**src/rtl/axicb_slice_if.sv**
```systemverilog
// Single valid/ready/data channel bundle used on both sides of the register slice.
interface axicb_slice_if #(
  parameter int DATA_BUS_W = 8
);
  logic                  valid;
  logic                  ready;
  logic [DATA_BUS_W-1:0] data;

  modport master (output valid, output data, input  ready);
  modport slave  (input  valid, input  data, output ready);
endinterface

```
**src/rtl/axicb_slice.sv**
```systemverilog
// AXI channel register slice: NB_PIPELINE cascaded stages, each pass-through,
// forward register, full skid buffer or backward register depending on MODE.
module axicb_slice_stage #(
  parameter int DATA_BUS_W = 8,
  parameter int MODE       = 2
) (
  input  logic                  clk,
  input  logic                  rst_n,
  input  logic                  srst,
  input  logic                  in_valid,
  output logic                  in_ready,
  input  logic [DATA_BUS_W-1:0] in_data,
  output logic                  out_valid,
  input  logic                  out_ready,
  output logic [DATA_BUS_W-1:0] out_data,
  output logic                  busy
);
  if (MODE == 1) begin : g_fwd
    logic                  valid_q, valid_d;
    logic [DATA_BUS_W-1:0] data_q, data_d;

    assign in_ready  = ~valid_q | out_ready;
    assign out_valid = valid_q;
    assign out_data  = data_q;
    assign busy      = valid_q;

    always_comb begin
      valid_d = valid_q;
      data_d  = data_q;
      if (in_ready) valid_d = in_valid;
      if (in_ready && in_valid) data_d = in_data;
      if (srst) begin
        valid_d = 1'b0;
        data_d  = '0;
      end
    end

    always_ff @(posedge clk or negedge rst_n) begin
      if (!rst_n) begin
        valid_q <= 1'b0;
        data_q  <= '0;
      end else begin
        valid_q <= valid_d;
        data_q  <= data_d;
      end
    end
  end else if (MODE == 2) begin : g_full
    typedef enum logic [1:0] {ST_EMPTY, ST_BUSY, ST_FULL} state_e;
    state_e                state_q, state_d;
    logic [DATA_BUS_W-1:0] m_data_q, m_data_d, s_data_q, s_data_d;
    logic                  in_acc, out_acc;

    // Main/skid valid flags are encoded in the state: BUSY = main only, FULL = both.
    assign in_ready  = (state_q != ST_FULL);
    assign out_valid = (state_q != ST_EMPTY);
    assign out_data  = m_data_q;
    assign busy      = out_valid;

    always_comb begin
      in_acc   = in_valid & in_ready;
      out_acc  = out_valid & out_ready;
      state_d  = state_q;
      m_data_d = m_data_q;
      s_data_d = s_data_q;
      unique case (state_q)
        ST_EMPTY: if (in_acc) begin
          m_data_d = in_data;
          state_d  = ST_BUSY;
        end
        ST_BUSY: begin
          if (in_acc && out_acc) begin
            m_data_d = in_data;
          end else if (in_acc) begin
            s_data_d = in_data;
            state_d  = ST_FULL;
          end else if (out_acc) begin
            state_d  = ST_EMPTY;
          end
        end
        ST_FULL: if (out_acc) begin
          m_data_d = s_data_q;
          state_d  = ST_BUSY;
        end
        default: state_d = ST_EMPTY;
      endcase
      if (srst) begin
        state_d  = ST_EMPTY;
        m_data_d = '0;
        s_data_d = '0;
      end
    end

    always_ff @(posedge clk or negedge rst_n) begin
      if (!rst_n) begin
        state_q  <= ST_EMPTY;
        m_data_q <= '0;
        s_data_q <= '0;
      end else begin
        state_q  <= state_d;
        m_data_q <= m_data_d;
        s_data_q <= s_data_d;
      end
    end
  end else if (MODE == 3) begin : g_bwd
    logic                  s_valid_q, s_valid_d;
    logic [DATA_BUS_W-1:0] s_data_q, s_data_d;

    assign in_ready  = ~s_valid_q;
    assign out_valid = s_valid_q | in_valid;
    assign out_data  = s_valid_q ? s_data_q : in_data;
    assign busy      = s_valid_q;

    always_comb begin
      s_valid_d = s_valid_q;
      s_data_d  = s_data_q;
      if (in_valid && in_ready && !out_ready) begin
        s_valid_d = 1'b1;
        s_data_d  = in_data;
      end else if (s_valid_q && out_ready) begin
        s_valid_d = 1'b0;
      end
      if (srst) begin
        s_valid_d = 1'b0;
        s_data_d  = '0;
      end
    end

    always_ff @(posedge clk or negedge rst_n) begin
      if (!rst_n) begin
        s_valid_q <= 1'b0;
        s_data_q  <= '0;
      end else begin
        s_valid_q <= s_valid_d;
        s_data_q  <= s_data_d;
      end
    end
  end else begin : g_wire
    assign in_ready  = out_ready;
    assign out_valid = in_valid;
    assign out_data  = in_data;
    assign busy      = 1'b0;
  end
endmodule

module axicb_slice #(
  parameter int DATA_BUS_W  = 8,
  parameter int NB_PIPELINE = 1,
  parameter int MODE        = 2
) (
  input  logic          aclk,
  input  logic          aresetn,
  input  logic          srst,
  axicb_slice_if.slave  i_ch,
  axicb_slice_if.master o_ch,
  output logic          o_busy
);
  if (MODE < 0 || MODE > 3) begin : g_bad_mode
    $error("axicb_slice: MODE must be 0, 1, 2 or 3");
  end else if (NB_PIPELINE == 0 || MODE == 0) begin : g_wire
    assign o_ch.valid = i_ch.valid;
    assign o_ch.data  = i_ch.data;
    assign i_ch.ready = o_ch.ready;
    assign o_busy     = 1'b0;
  end else begin : g_pipe
    logic [NB_PIPELINE:0]                 vld;
    logic [NB_PIPELINE:0]                 rdy;
    logic [NB_PIPELINE:0][DATA_BUS_W-1:0] dat;
    logic [NB_PIPELINE-1:0]               busy;

    assign vld[0]           = i_ch.valid;
    assign dat[0]           = i_ch.data;
    assign i_ch.ready       = rdy[0];
    assign o_ch.valid       = vld[NB_PIPELINE];
    assign o_ch.data        = dat[NB_PIPELINE];
    assign rdy[NB_PIPELINE] = o_ch.ready;
    assign o_busy           = |busy;

    for (genvar k = 0; k < NB_PIPELINE; k++) begin : g_stage
      axicb_slice_stage #(
        .DATA_BUS_W(DATA_BUS_W),
        .MODE      (MODE)
      ) u_stage (
        .clk      (aclk),
        .rst_n    (aresetn),
        .srst     (srst),
        .in_valid (vld[k]),
        .in_ready (rdy[k]),
        .in_data  (dat[k]),
        .out_valid(vld[k+1]),
        .out_ready(rdy[k+1]),
        .out_data (dat[k+1]),
        .busy     (busy[k])
      );
    end
  end
endmodule

```
**src/flat_wrapper.sv**
```systemverilog
// flat-port wrapper written by rule: the top's interface ports become plain ports
module axicb_slice_flat 
#(
  parameter int DATA_BUS_W  = 8,
  parameter int NB_PIPELINE = 1,
  parameter int MODE        = 2
)
  (aclk, aresetn, srst, o_busy, i_ch_valid, i_ch_data, i_ch_ready, o_ch_valid, o_ch_data, o_ch_ready);
  axicb_slice_if #(.DATA_BUS_W(DATA_BUS_W)) i_ch_i ();
  axicb_slice_if #(.DATA_BUS_W(DATA_BUS_W)) o_ch_i ();
  input  logic aclk;
  input  logic aresetn;
  input  logic srst;
  output logic o_busy;
  input wire logic [$bits(i_ch_i.valid)-1:0] i_ch_valid;
  input wire logic [$bits(i_ch_i.data)-1:0] i_ch_data;
  output wire logic [$bits(i_ch_i.ready)-1:0] i_ch_ready;
  output wire logic [$bits(o_ch_i.valid)-1:0] o_ch_valid;
  output wire logic [$bits(o_ch_i.data)-1:0] o_ch_data;
  input wire logic [$bits(o_ch_i.ready)-1:0] o_ch_ready;
  assign i_ch_i.valid = i_ch_valid;
  assign i_ch_i.data = i_ch_data;
  assign i_ch_ready = i_ch_i.ready;
  assign o_ch_valid = o_ch_i.valid;
  assign o_ch_data = o_ch_i.data;
  assign o_ch_i.ready = o_ch_ready;
  axicb_slice #(.DATA_BUS_W(DATA_BUS_W), .NB_PIPELINE(NB_PIPELINE), .MODE(MODE)) u_core (.aclk(aclk), .aresetn(aresetn), .srst(srst), .i_ch(i_ch_i), .o_ch(o_ch_i), .o_busy(o_busy));
endmodule
```
**config.mk**
```make
export PLATFORM = sky130hd
export DESIGN_NAME = axicb_slice_flat
export DESIGN_NICKNAME = d
export VERILOG_FILES = /design/src/rtl/axicb_slice_if.sv /design/src/rtl/axicb_slice.sv /design/src/flat_wrapper.sv
export SDC_FILE = /design/constraint.sdc
export NUM_CORES = 1
export LEC_CHECK = 0
export BUFFER_PORTS_ARGS = -buffer_cell sky130_fd_sc_hd__buf_4
export CORE_MARGIN = 5
export CORE_UTILIZATION = 47
export CTS_CLUSTER_DIAMETER = 60
export DETAILED_ROUTE_END_ITERATION = 12
export PLACE_DENSITY = 0.74
export SLEW_MARGIN = 20
export SYNTH_ARGS = -nofsm -noshare
export SYNTH_HDL_FRONTEND = slang
export SYNTH_SLANG_ARGS = --single-unit
export TNS_END_PERCENT = 20
```
**constraint.sdc**
```tcl
create_clock -name aclk -period 1.9 [get_ports aclk]
set_input_delay 0.38 -clock aclk [delete_from_list [all_inputs] [get_ports aclk]]
set_output_delay 0.38 -clock aclk [all_outputs]
set_load 0.1 [all_outputs]
```
==> Yosys cells after proc, flatten, opt, wreduce, memory -nomap -nowiden <==
Cells that the tools add are included.
{ "totals": {"in_bits": 13, "word_cells": 38, "ff_bits": 18} }
{ "classes": {"n_mux": 15, "n_eq_ne": 9, "reduce_logical": 9, "bitwise": 2} }
{ "ops": {"columns": ["cell", "count"], "rows": [
  ["$mux W8", 7],
  ["$pmux W8 S3", 1],
  ["$mux W2", 6],
  ["$ne A3 B3 Y1 const B", 4],
  ["$reduce_and A4 Y1", 2],
  ["$pmux W2 S3", 1],
  ["$reduce_bool A2 Y1", 3],
  ["$ne A2 B2 Y1 const B", 2],
  ["$ne A4 B4 Y1 const B", 1],
  ["$reduce_bool A4 Y1", 1],
  ["$reduce_and A3 Y1", 1],
  ["$and A1 B1 Y1", 2],
  ["$eq A2 B1 Y1 const B", 1],
  ["$eq A2 B2 Y1 const B", 1],
  ["$logic_not A2 Y1", 1],
  ["$logic_and A1 B1 Y1", 1]
]} }

==> Longest topological paths before layout <==
Gate-level depths: netlist of run 1.
{ "depth": {"ltp_word": 7, "ltp_mapped": 8, "mapped_depth_nobuf": 6} }

==> Worst setup path after synthesis of run 1 <==
Ideal clock, no wire load.
{ "synth_timing": {"path_kind": "flip-flop to output port", "start": "register u_core.g_pipe.g_stage[0].u_stage.g_full.state_q[0]", "end": "output port o_ch_valid", "setup_slack_ns": -0.306, "path_stages_with_launch": 6, "arrival_ns": 1.826, "path_buffers": 2, "cell_sequence": "dfrtp_1 -> inv_1 -> ha_1 -> buf_2 -> inv_1 -> buf_4"} }
{ "synth_via": {"elab_chain_len": 1} }
{ "synth_lines": {"columns": ["item", "line", "rtl"], "rows": [
  ["start, declared", "axicb_slice.sv:49", "state_e state_q, state_d;"],
  ["start signal, assigned", "axicb_slice.sv:99", "state_q <= state_d;"],
  ["$reduce_bool A2 Y1", "axicb_slice.sv:55", "assign out_valid = (state_q != ST_EMPTY);"],
  ["end, declared", "flat_wrapper.sv:18", "output wire logic [$bits(o_ch_i.valid)-1:0] o_ch_valid;"]
]} }
Every way passes these cells.

==> Worst setup path after layout of run 1 <==
{ "layout_timing": {"start": "register u_core.g_pipe.g_stage[0].u_stage.g_full.state_q[1]", "end": "register u_core.g_pipe.g_stage[0].u_stage.g_full.m_data_q[2]"} }
{ "layout_via": {"elab_chain_len": 5, "word_cells_on_any_way": 15, "cone_classes": "6 x eq/ne; 2 x mux; 2 x bitwise; 5 x reduce/logical"} }
{ "layout_lines": {"columns": ["item", "line", "rtl"], "rows": [
  ["$ne A2 B2 Y1 or $reduce_bool A2 Y1 (tied branches)", "axicb_slice.sv:54, axicb_slice.sv:55", null],
  ["$and A1 B1 Y1, on equally long branches", "axicb_slice.sv:60, axicb_slice.sv:61", null],
  ["$logic_and A1 B1 Y1", "axicb_slice.sv:71", "if (in_acc && out_acc) begin"],
  ["$ne A3 B3 Y1 (no source line)", null, null],
  ["$reduce_and A4 Y1 (no source line)", null, null],
  ["end signal, assigned", "axicb_slice.sv:100", "m_data_q <= m_data_d;"],
  ["end, declared", "axicb_slice.sv:50", "logic [DATA_BUS_W-1:0] m_data_q, m_data_d, s_data_q, s_data_d;"]
]} }
Parallel ways exist; a longest one is shown, timed or not.
A chain may end at the register's enable or synchronous reset.

==> results by group, run 1 <==
Logic synthesis
  – Xor/xnor share of the synthesized area: 0%
  – Ys Warns: 0
  – Largest family of logic cells by synthesized area: simple AND/OR/NAND/NOR gates
  – Post-synthesis mux area share: 7.83%
  – Cell count after synthesis: 103
  – Mapped cell area: 0.00102 mm²
  – Adder-cell share of the synthesized area: 6.12%
  – Mapped Avg Cell Area: 9.92 µm²
  – Synth cell types: 26
  – Post-synth top flop: dfrtp_1
  – Post-synthesis async set-or-reset flop share: 100%
  – Seq/Total Area, Yosys: 44.1%
  – Synthesized Nets: 121
  – Synth Register Bits: 18
  – Post-synth EDFFs: 0
  – Compound-cell area share of the yosys netlist: 13.1%
  – Synth Area in Simple Gates: 24.1%

Detailed routing
  – DRT Pass-1 Iters: 4
  – Vias/cell: 5.35
  – 1st-iter DRT viols: 10
  – DR vias: 872
  – Wire length per cell: 14.5 µm
  – DRC violations left: 0
  – Final ANT Viol Nets: 0
  – Total wire length: 2360 µm

GRT
  – Initial antenna violation count: 0
  – Grt total ovfl: 0
  – Total track usage: 15.4%
  – Vias in the first global route: 848
  – First-pass GRT wire length: 3880 µm
  – Largest net degree at the start of global routing: 20

Placed design
  – PortBufs: 23
  – Cells after DPL: 158
  – Post-DP Area: 0.00131 mm²
  – Dpl hpwl: 1730 µm
  – GPL Wtd Cong: 0.785

Hold path
  – HP Class: in -> reg
  – WHS Path Cells: 3
  – Hold Crit Start: i_ch_data[7]

Clock network
  – CTS Buf Count: 3
  – Skew-Pair Late Insertion Delay: 300 ps
  – Maximum clock path buffer count: 2
  – Clock H-tree levels: 1
  – Root Driver: clkbuf_4
  – Sink Count: 18
  – Clk slew on worst S/H paths: 110 ps
  – CTS tree: built

Finish
  – Share of cells above drive strength 1: 34.6%
  – Post-route design area: 0.00139 mm²
  – Area growth syn-to-layout: 35.5%
  – Finished Core Util: 68.5%
  – Diodes inserted: 0
  – Layout net count: 155
  – Non-filler instance count after layout: 163

Worst setup path
  – Critical path launch point type: register
  – CP endpoint kind: register
  – Reg2reg end: u_core.g_pipe.g_stage[0].u_stage.out_data[2]$_DFFE_PN0P_
  – Setup CP Type: reg -> reg
  – Worst r2r path cells: 6
  – Worst Path Max Fanout: 8
  – CP required: 2080 ps
  – Arrival time worst endpoint: 2040 ps
  – Setup slack, reg-to-reg: 50 ps

STA
  – Setup Viol. Count Final: 0
  – Final min period: 1850 ps
  – Max Transition Viols Final: 0
  – Skew final: 5.36 ps
  – Slew @ Worst Pin: 341 ps
  – Maximum clock frequency: 0.539 GHz
  – Final Hold Viols: 0
  – Fin crit share: 97.6%
  – Slew HR: 77.3%
  – RSZ-0062 raised after global routing: true
  – Total Neg Setup Slack: 0 ps
  – Min Hold Slack: 323 ps

Die
  – Die ar.: 0.00321 mm²
  – Core outline area: 0.00202 mm²
  – Effective utilization at floorplan: 50.6%
  – I/O Pins: 24
  – Die width: 56.6 µm
  – Chip height: 56.6 µm
  – Row count: 16

Pwr
  – PwrDens: 1560 mW/mm²
  – Worst-case vdd ir drop: 0.733 mV
  – LEAKAGE: 0.636 nW

Run
  – MaxCap Viol Count: 0

Run status
  – Status: complete, no violations
==> layout by cell type, fill, tap and decap left out, types with 2 or more instances in the layout <==
master / count
buf_4: 32
dfrtp_1: 18
nor3_1: 16
nor2_1: 10
mux2i_1: 8
nor2b_1: 8
a221oi_1: 7
ha_1: 4
clkbuf_4: 3
inv_2: 2
nand3b_1: 2
nand2b_1: 2
nand2_1: 2
==> metrics by stage <==
| stage | total power [mW] | setup WS [ps] |
|---|---|---|
| 2_1_floorplan | 1.56 | -79.3 |
| 3_3_place_gp | 1.85 | 27.6 |
| 3_5_place_dp | 1.86 | -18.2 |
| 4_1_cts | 2.11 | 17.4 |
| 5_1_grt | 2.28 | -51.3 |
| 6_report | 2.16 | 45.3 |
==> routing by layer <==
layer  part of all wire, %  vias up  routed length, µm  GRT usage (%)
met3                   5.3        5                126           3.44
met5                     0        -                  0              0
met1                    44      408               1040           19.2
met2                    49       21               1150           25.4
met4                   1.6        0                 38           6.44
li1                      -      438                  -              -
==> power by group <==
| part | internal [mW] | total [mW] | switching (mW) |
|---|---|---|---|
| sequential | 0.469 | 0.524 | 0.0549 |
| combinational | 0.441 | 1.40 | 0.957 |
| clock | 0.117 | 0.239 | 0.122 |
==> Yosys cell counts, drive strengths merged, types with 2 or more instances <==
cell type  instances  share of area (%)
inv                4                1.5
clkbuf             3                1.1
a21oi              2               0.98
nand3b             2                1.5
nor2              10                3.7
nor2b              8                4.9
buf                4                2.2
dfrtp             18                 44
mux2i              8                7.8
nor3              16                7.8
nand2              2               0.73
ha                 5                6.1
a221oi             8                6.9
nand2b             2                1.2
==> what timing repair did <==
item,4_1_cts,5_1_grt
buffers inserted,0,0
resized for setup,1,7
endpoints found under the setup margin,8,10
hold endpoints to repair,18,0
hold buffers,1,0
==> flip-flops by register name, indices dropped and copies added (netlist names) <==
signal and count:
u_core.g_pipe.g_stage.u_stage.g_full.s_data_q 8, u_core.g_pipe.g_stage.u_stage.g_full.state_q 2, u_core.g_pipe.g_stage.u_stage.out_data 8
==> worst max-delay path, stage by stage, from the launching register on <==
cell and delay (ps):
dfrtp_1 390, inv_2 80, ha_1 200, a21boi_1 140, or4b_4 560, a221oi_1 300
nor3_1 70
==> logic make-up after synthesis <==
group	count (synthesis)
AND/OR/NAND/NOR	44
flip-flops	18
AO/OA/AOI/OAI	17
buffers and inverters	11
multiplexers	8
adder cells (fa/ha/maj)	5
==> area by class of cell <==
cell class,instances,area (µm²)
multi-input cells,74,549
repair buffers,36,297
fillers,179,637
well taps,27,33.8
inverters,4,18.8
clock buffers,4,36.3
flip-flops and latches,18,450
==> worst max-delay path by stage <==
| stage | endpoint | slack [ps] | depth (start not counted) |
|---|---|---|---|
| global route | u_core.g_pipe.g_stage[0].u_stage.out_data[7]$_DFFE_PN0P_ | -50 | 6 |
| CTS | o_busy | 20 | 5 |
| floorplan | register | -80 | 8 |
| global placement | u_core.g_pipe.g_stage[0].u_stage.out_data[0]$_DFFE_PN0P_ | 30 | 5 |
| finish | u_core.g_pipe.g_stage[0].u_stage.out_data[2]$_DFFE_PN0P_ | 50 | 6 |
| detailed placement | u_core.g_pipe.g_stage[0].u_stage.out_data[7]$_DFFE_PN0P_ | -20 | 6 |
(Power assumes the default switching activity.)
==> run 2: changes to the inputs <==
Settings changed: CORE_ASPECT_RATIO set to 0.9.
==> results by group, run 2 (synthesis results as in run 1) <==
GRT
  – Total track usage: 16.9%
  – Vias in the first global route: 948
  – Largest net degree at the start of global routing: 20
  – Initial antenna violation count: 0
  – First-pass GRT wire length: 4020 µm
  – Grt total ovfl: 0

Clock network
  – CTS tree: built
  – Skew-Pair Late Insertion Delay: 300 ps
  – Setup repair bufs after CTS: 0
  – Sink Count: 18
  – Clock H-tree levels: 1
  – Maximum clock path buffer count: 2
  – Clk slew on worst S/H paths: 100 ps
  – Root Driver: clkbuf_4
  – CTS Buf Count: 3

Worst setup path
  – Worst Path Max Fanout: 8
  – CP most frequent cell: buf_4
  – Setup CP Type: reg -> out
  – Worst-path cell chain: inv_2, ha_4, buf_4, clkinvlp_4, buf_4
  – Slowest stage delay, CP: 420 ps
  – Setup slack, reg-to-reg: 70 ps
  – Arrival time worst endpoint: 1500 ps
  – CP required: 1520 ps
  – Critical path launch point type: register
  – Delay-heaviest family, CP: buffers and inverters
  – Worst r2r path cells: 5
  – CP max-delay cell: dfrtp_1
  – Buffer and inverter count on the worst path: 4
  – Instance count on the critical path: 5
  – CP endpoint kind: output port

Finish
  – Fillers: 177
  – Most common cell after layout, fill and taps aside: buf_4
  – Post-route design area: 0.00139 mm²
  – Layout net count: 153
  – Diodes inserted: 0
  – Most frequent cells in the layout: buf_4 (33), dfrtp_1 (18), nor3_1 (16)
  – Area growth syn-to-layout: 35.5%
  – Share of cells above drive strength 1: 38.8%

Placed design
  – Dpl ws: -37.4 ps
  – PortBufs: 23
  – Post-DP Area: 0.00129 mm²
  – Dpl hpwl: 1790 µm
  – GPL Wtd Cong: 0.765

STA
  – Maximum clock frequency: 0.532 GHz
  – Fin crit share: 98.9%
  – Total Neg Setup Slack: 0 ps
  – Final Hold Viols: 0
  – RSZ-0062 raised after global routing: true
  – Final WS setup: 20.8 ps
  – Skew final: 4.64 ps
  – Slew @ Worst Pin: 303 ps
  – Min Hold Slack: 326 ps
  – Max Transition Viols Final: 0
  – Final min period: 1880 ps
  – Slew HR: 79.7%
  – Setup Viol. Count Final: 0

Hold path
  – WHS Path Cells: 3
  – HP Class: in -> reg

Detailed routing
  – Total wire length: 2390 µm
  – DR vias: 891
  – DRC violations left: 0
  – DRT Pass-1 Iters: 4
  – 1st-iter DRT viols: 24
  – Vias/cell: 5.53
  – Wire length per cell: 14.9 µm
  – Final ANT Viol Nets: 0

Die
  – Chip height: 54.2 µm
  – Core outline area: 0.00212 mm²
  – Row count: 16
  – Die ar.: 0.00321 mm²
  – Die width: 59.2 µm
  – I/O Pins: 24
  – Effective utilization at floorplan: 48.2%

Pwr
  – PwrDens: 1540 mW/mm²
  – Worst-case vdd ir drop: 0.981 mV
  – LEAKAGE: 0.626 nW

Run
  – MaxCap Viol Count: 0

Run status
  – Status: complete, no violations
-- run 2: final cells by class --
class | count | area [µm²] | share of cell area, %
clock buffers | 4 | 36.3 | 2.62
inverters | 4 | 18.8 | 1.36
multi-input cells | 74 | 588 | 42.5
flip-flops and latches | 18 | 450 | 32.5
well taps | 27 | 33.8 | 2.44
repair buffers | 34 | 258 | 18.6
-- run 2: where the power goes --
group	total, mW	internal [mW]	switching, mW
clock	0.239	0.117	0.121
sequential	0.529	0.470	0.0594
combinational	1.36	0.401	0.961
-- run 2: repair_timing --
action | CTS | global route
hold endpoints to repair | 18 | 0
pin swaps | 0 | 0
gates resized for setup | 1 | 8
endpoints found under the setup margin | 6 | 9
hold buffers | 1 | 0
-- run 2: metal layers --
layer,global-route usage [%],vias to the layer above,part of all wire (%)
met4,8.68,0,2.3
met2,30.0,20,49
met3,3.30,7,5.4
met1,19.5,429,44
li1,-,435,-
met5,0,-,0
-- run 2: path summary, 6_finish.rpt --
check | from | endpoint
worst min register to register | register | register
max in group asynchronous | aresetn | u_core.g_pipe.g_stage[0].u_stage.out_data[0]$_DFFE_PN0P_
worst max register to register | register | u_core.g_pipe.g_stage[0].u_stage.out_data[2]$_DFFE_PN0P_
min in group asynchronous | aresetn | asynchronous set/reset pin
worst min-delay path | i_ch_data[1] | register
worst max-delay path | register | o_ch_valid
-- run 2: worst reg2reg max path, stage by stage, from the launching register on --
cell	delay, ps
dfrtp_1	430
ha_1	230
a21boi_1	140
or4b_4	580
a221oi_1	270
nor3_1	70
-- run 2: per-stage QoR --
step                std cells  utilization, %  power, mW
floorplan                 103               -       1.56
global placement          156            60.8       1.82
detailed placement        156            60.8       1.84
CTS                       161            63.1       2.09
global route              161            65.3       2.24
finish                    161            65.3       2.13
==> run 3: changes to the inputs <==
Settings changed: GPL_TIMING_DRIVEN set to 0, SETUP_SLACK_MARGIN set to 0.05.
==> results by group, run 3 (synthesis results as in run 1) <==
Pwr
  – PwrDens: 1540 mW/mm²
  – Total Power: 2.31 mW
  – LEAKAGE: 0.635 nW
  – Worst-case vdd ir drop: 1.08 mV

Finish
  – Non-filler instance count after layout: 160
  – Most frequent cells in the layout: buf_4 (22), dfrtp_1 (17), nor3_1 (15)
  – Layout net count: 152
  – Area growth syn-to-layout: 46.9%
  – Share of cells above drive strength 1: 42.9%
  – Most common cell after layout, fill and taps aside: buf_4
  – Diodes inserted: 0
  – Post-route design area: 0.00150 mm²
  – Finished Core Util: 70.8%

STA
  – Final Hold Viols: 0
  – Slew @ Worst Pin: 498 ps
  – Final WS setup: -95.5 ps
  – Max Transition Viols Final: 0
  – Final min period: 2000 ps
  – Skew final: 3.78 ps
  – Maximum clock frequency: 0.501 GHz
  – Setup Viol. Count Final: 9
  – RSZ-0062 raised after global routing: true
  – Slew HR: 66.7%
  – Fin crit share: 105%

GRT
  – Total track usage: 17.7%
  – Vias in the first global route: 855
  – Largest net degree at the start of global routing: 19
  – First-pass GRT wire length: 4170 µm
  – Initial antenna violation count: 0
  – Grt total ovfl: 0

Detailed routing
  – 1st-iter DRT viols: 27
  – Vias/cell: 5.68
  – DR vias: 909
  – DRC violations left: 0
  – Wire length per cell: 17.0 µm
  – Total wire length: 2710 µm
  – DRT Pass-1 Iters: 4
  – Final ANT Viol Nets: 0

Run status
  – Status: complete, but fails checks
  – Failing checks: negative setup slack

Hold path
  – HP Class: in -> reg

Clock network
  – CTS tree: built
  – Sink Count: 18
  – CTS Buf Count: 3
  – Root Driver: clkbuf_4
  – Maximum clock path buffer count: 2
  – Clock H-tree levels: 1
  – Clk slew on worst S/H paths: 110 ps
  – Skew-Pair Late Insertion Delay: 300 ps

Die
  – Core outline area: 0.00212 mm²
  – Chip height: 54.2 µm
  – Die ar.: 0.00321 mm²
  – Row count: 16
  – I/O Pins: 24
  – Effective utilization at floorplan: 48.2%
  – Die width: 59.2 µm

Worst setup path
  – Worst Path Max Fanout: 8
  – Setup CP Type: reg -> reg
  – Arrival time worst endpoint: 2170 ps
  – Critical path launch point type: register
  – CP endpoint kind: register
  – CP required: 2070 ps

Run
  – MaxCap Viol Count: 0

Placed design
  – Cells after DPL: 152
  – GPL Wtd Cong: 0.731
  – Dpl hpwl: 1700 µm
  – Post-DP Area: 0.00126 mm²
  – PortBufs: 22
-- run 3: cell types whose count changed in the layout (fill, tap and decap cells not counted), sizes merged --
cell    delta
clkbuf     +2
buf        -3
-- run 3: worst max-delay path, stage by stage, from the launching register on --
cell      delay, ps
dfrtp_2         440
inv_4            70
ha_4            170
a21boi_4        130
or4b_1          530
buf_6           170
a221oi_4        290
nor3_2           60
-- run 3: stage by stage --
step | setup slack, ps | setup TNS, ps | hold WS (ps)
floorplan | -79.3 | -679 | 84.4
detailed placement | -101 | -799 | 260
global placement | -86.7 | -425 | 259
global route | -167 | -1240 | 319
CTS | -20.9 | -57.2 | 330
finish | -95.5 | -397 | 328
-- run 3: what timing repair did --
action / CTS / global route
setup buffers: 1 / 2
endpoints found under the setup margin: 11 / 12
hold buffers: 1 / 0
pin swaps: 0 / 3
endpoints found under the hold margin: 18 / 0
gates resized for setup: 21 / 15
-- run 3: path summary, 6_finish.rpt --
check	start	endpoint	slack, ps	cells past startpoint
setup / recovery	register	u_core.g_pipe.g_stage[0].u_stage.out_data[1]$_DFFE_PN0P_	-100	7
hold / removal	i_ch_data[7]	register	330	3
setup reg to reg	register	u_core.g_pipe.g_stage[0].u_stage.out_data[1]$_DFFE_PN0P_	-100	7
hold reg to reg	register	register	570	2
max in group asynchronous	aresetn	asynchronous set/reset pin	1220	2
min in group asynchronous	aresetn	asynchronous set/reset pin	470	2
-- run 3: routing by layer --
metal | up-vias | wire (µm) | track usage (%)
li1 | 436 | - | -
met1 | 447 | 1160 | 22.2
met2 | 22 | 1380 | 30.3
met3 | 4 | 133 | 3.54
met4 | 0 | 33 | 6.79
met5 | - | 0 | 0
-- run 3: where the power goes --
part,switching (mW),internal (mW),total [mW]
clock network,0.125,0.117,0.242
logic,1.03,0.500,1.53
registers,0.0657,0.470,0.536
total,1.22,1.09,2.31
-- run 3: final cells by class --
class                      instances  area, µm²
inverter                           4       21.3
multi-input combinational         74        664
timing repair buffer              26        218
sequential                        18        452
clock buffer                       4       36.3
tap                               27       33.8
fill                             178        621
buffer                             7       76.3
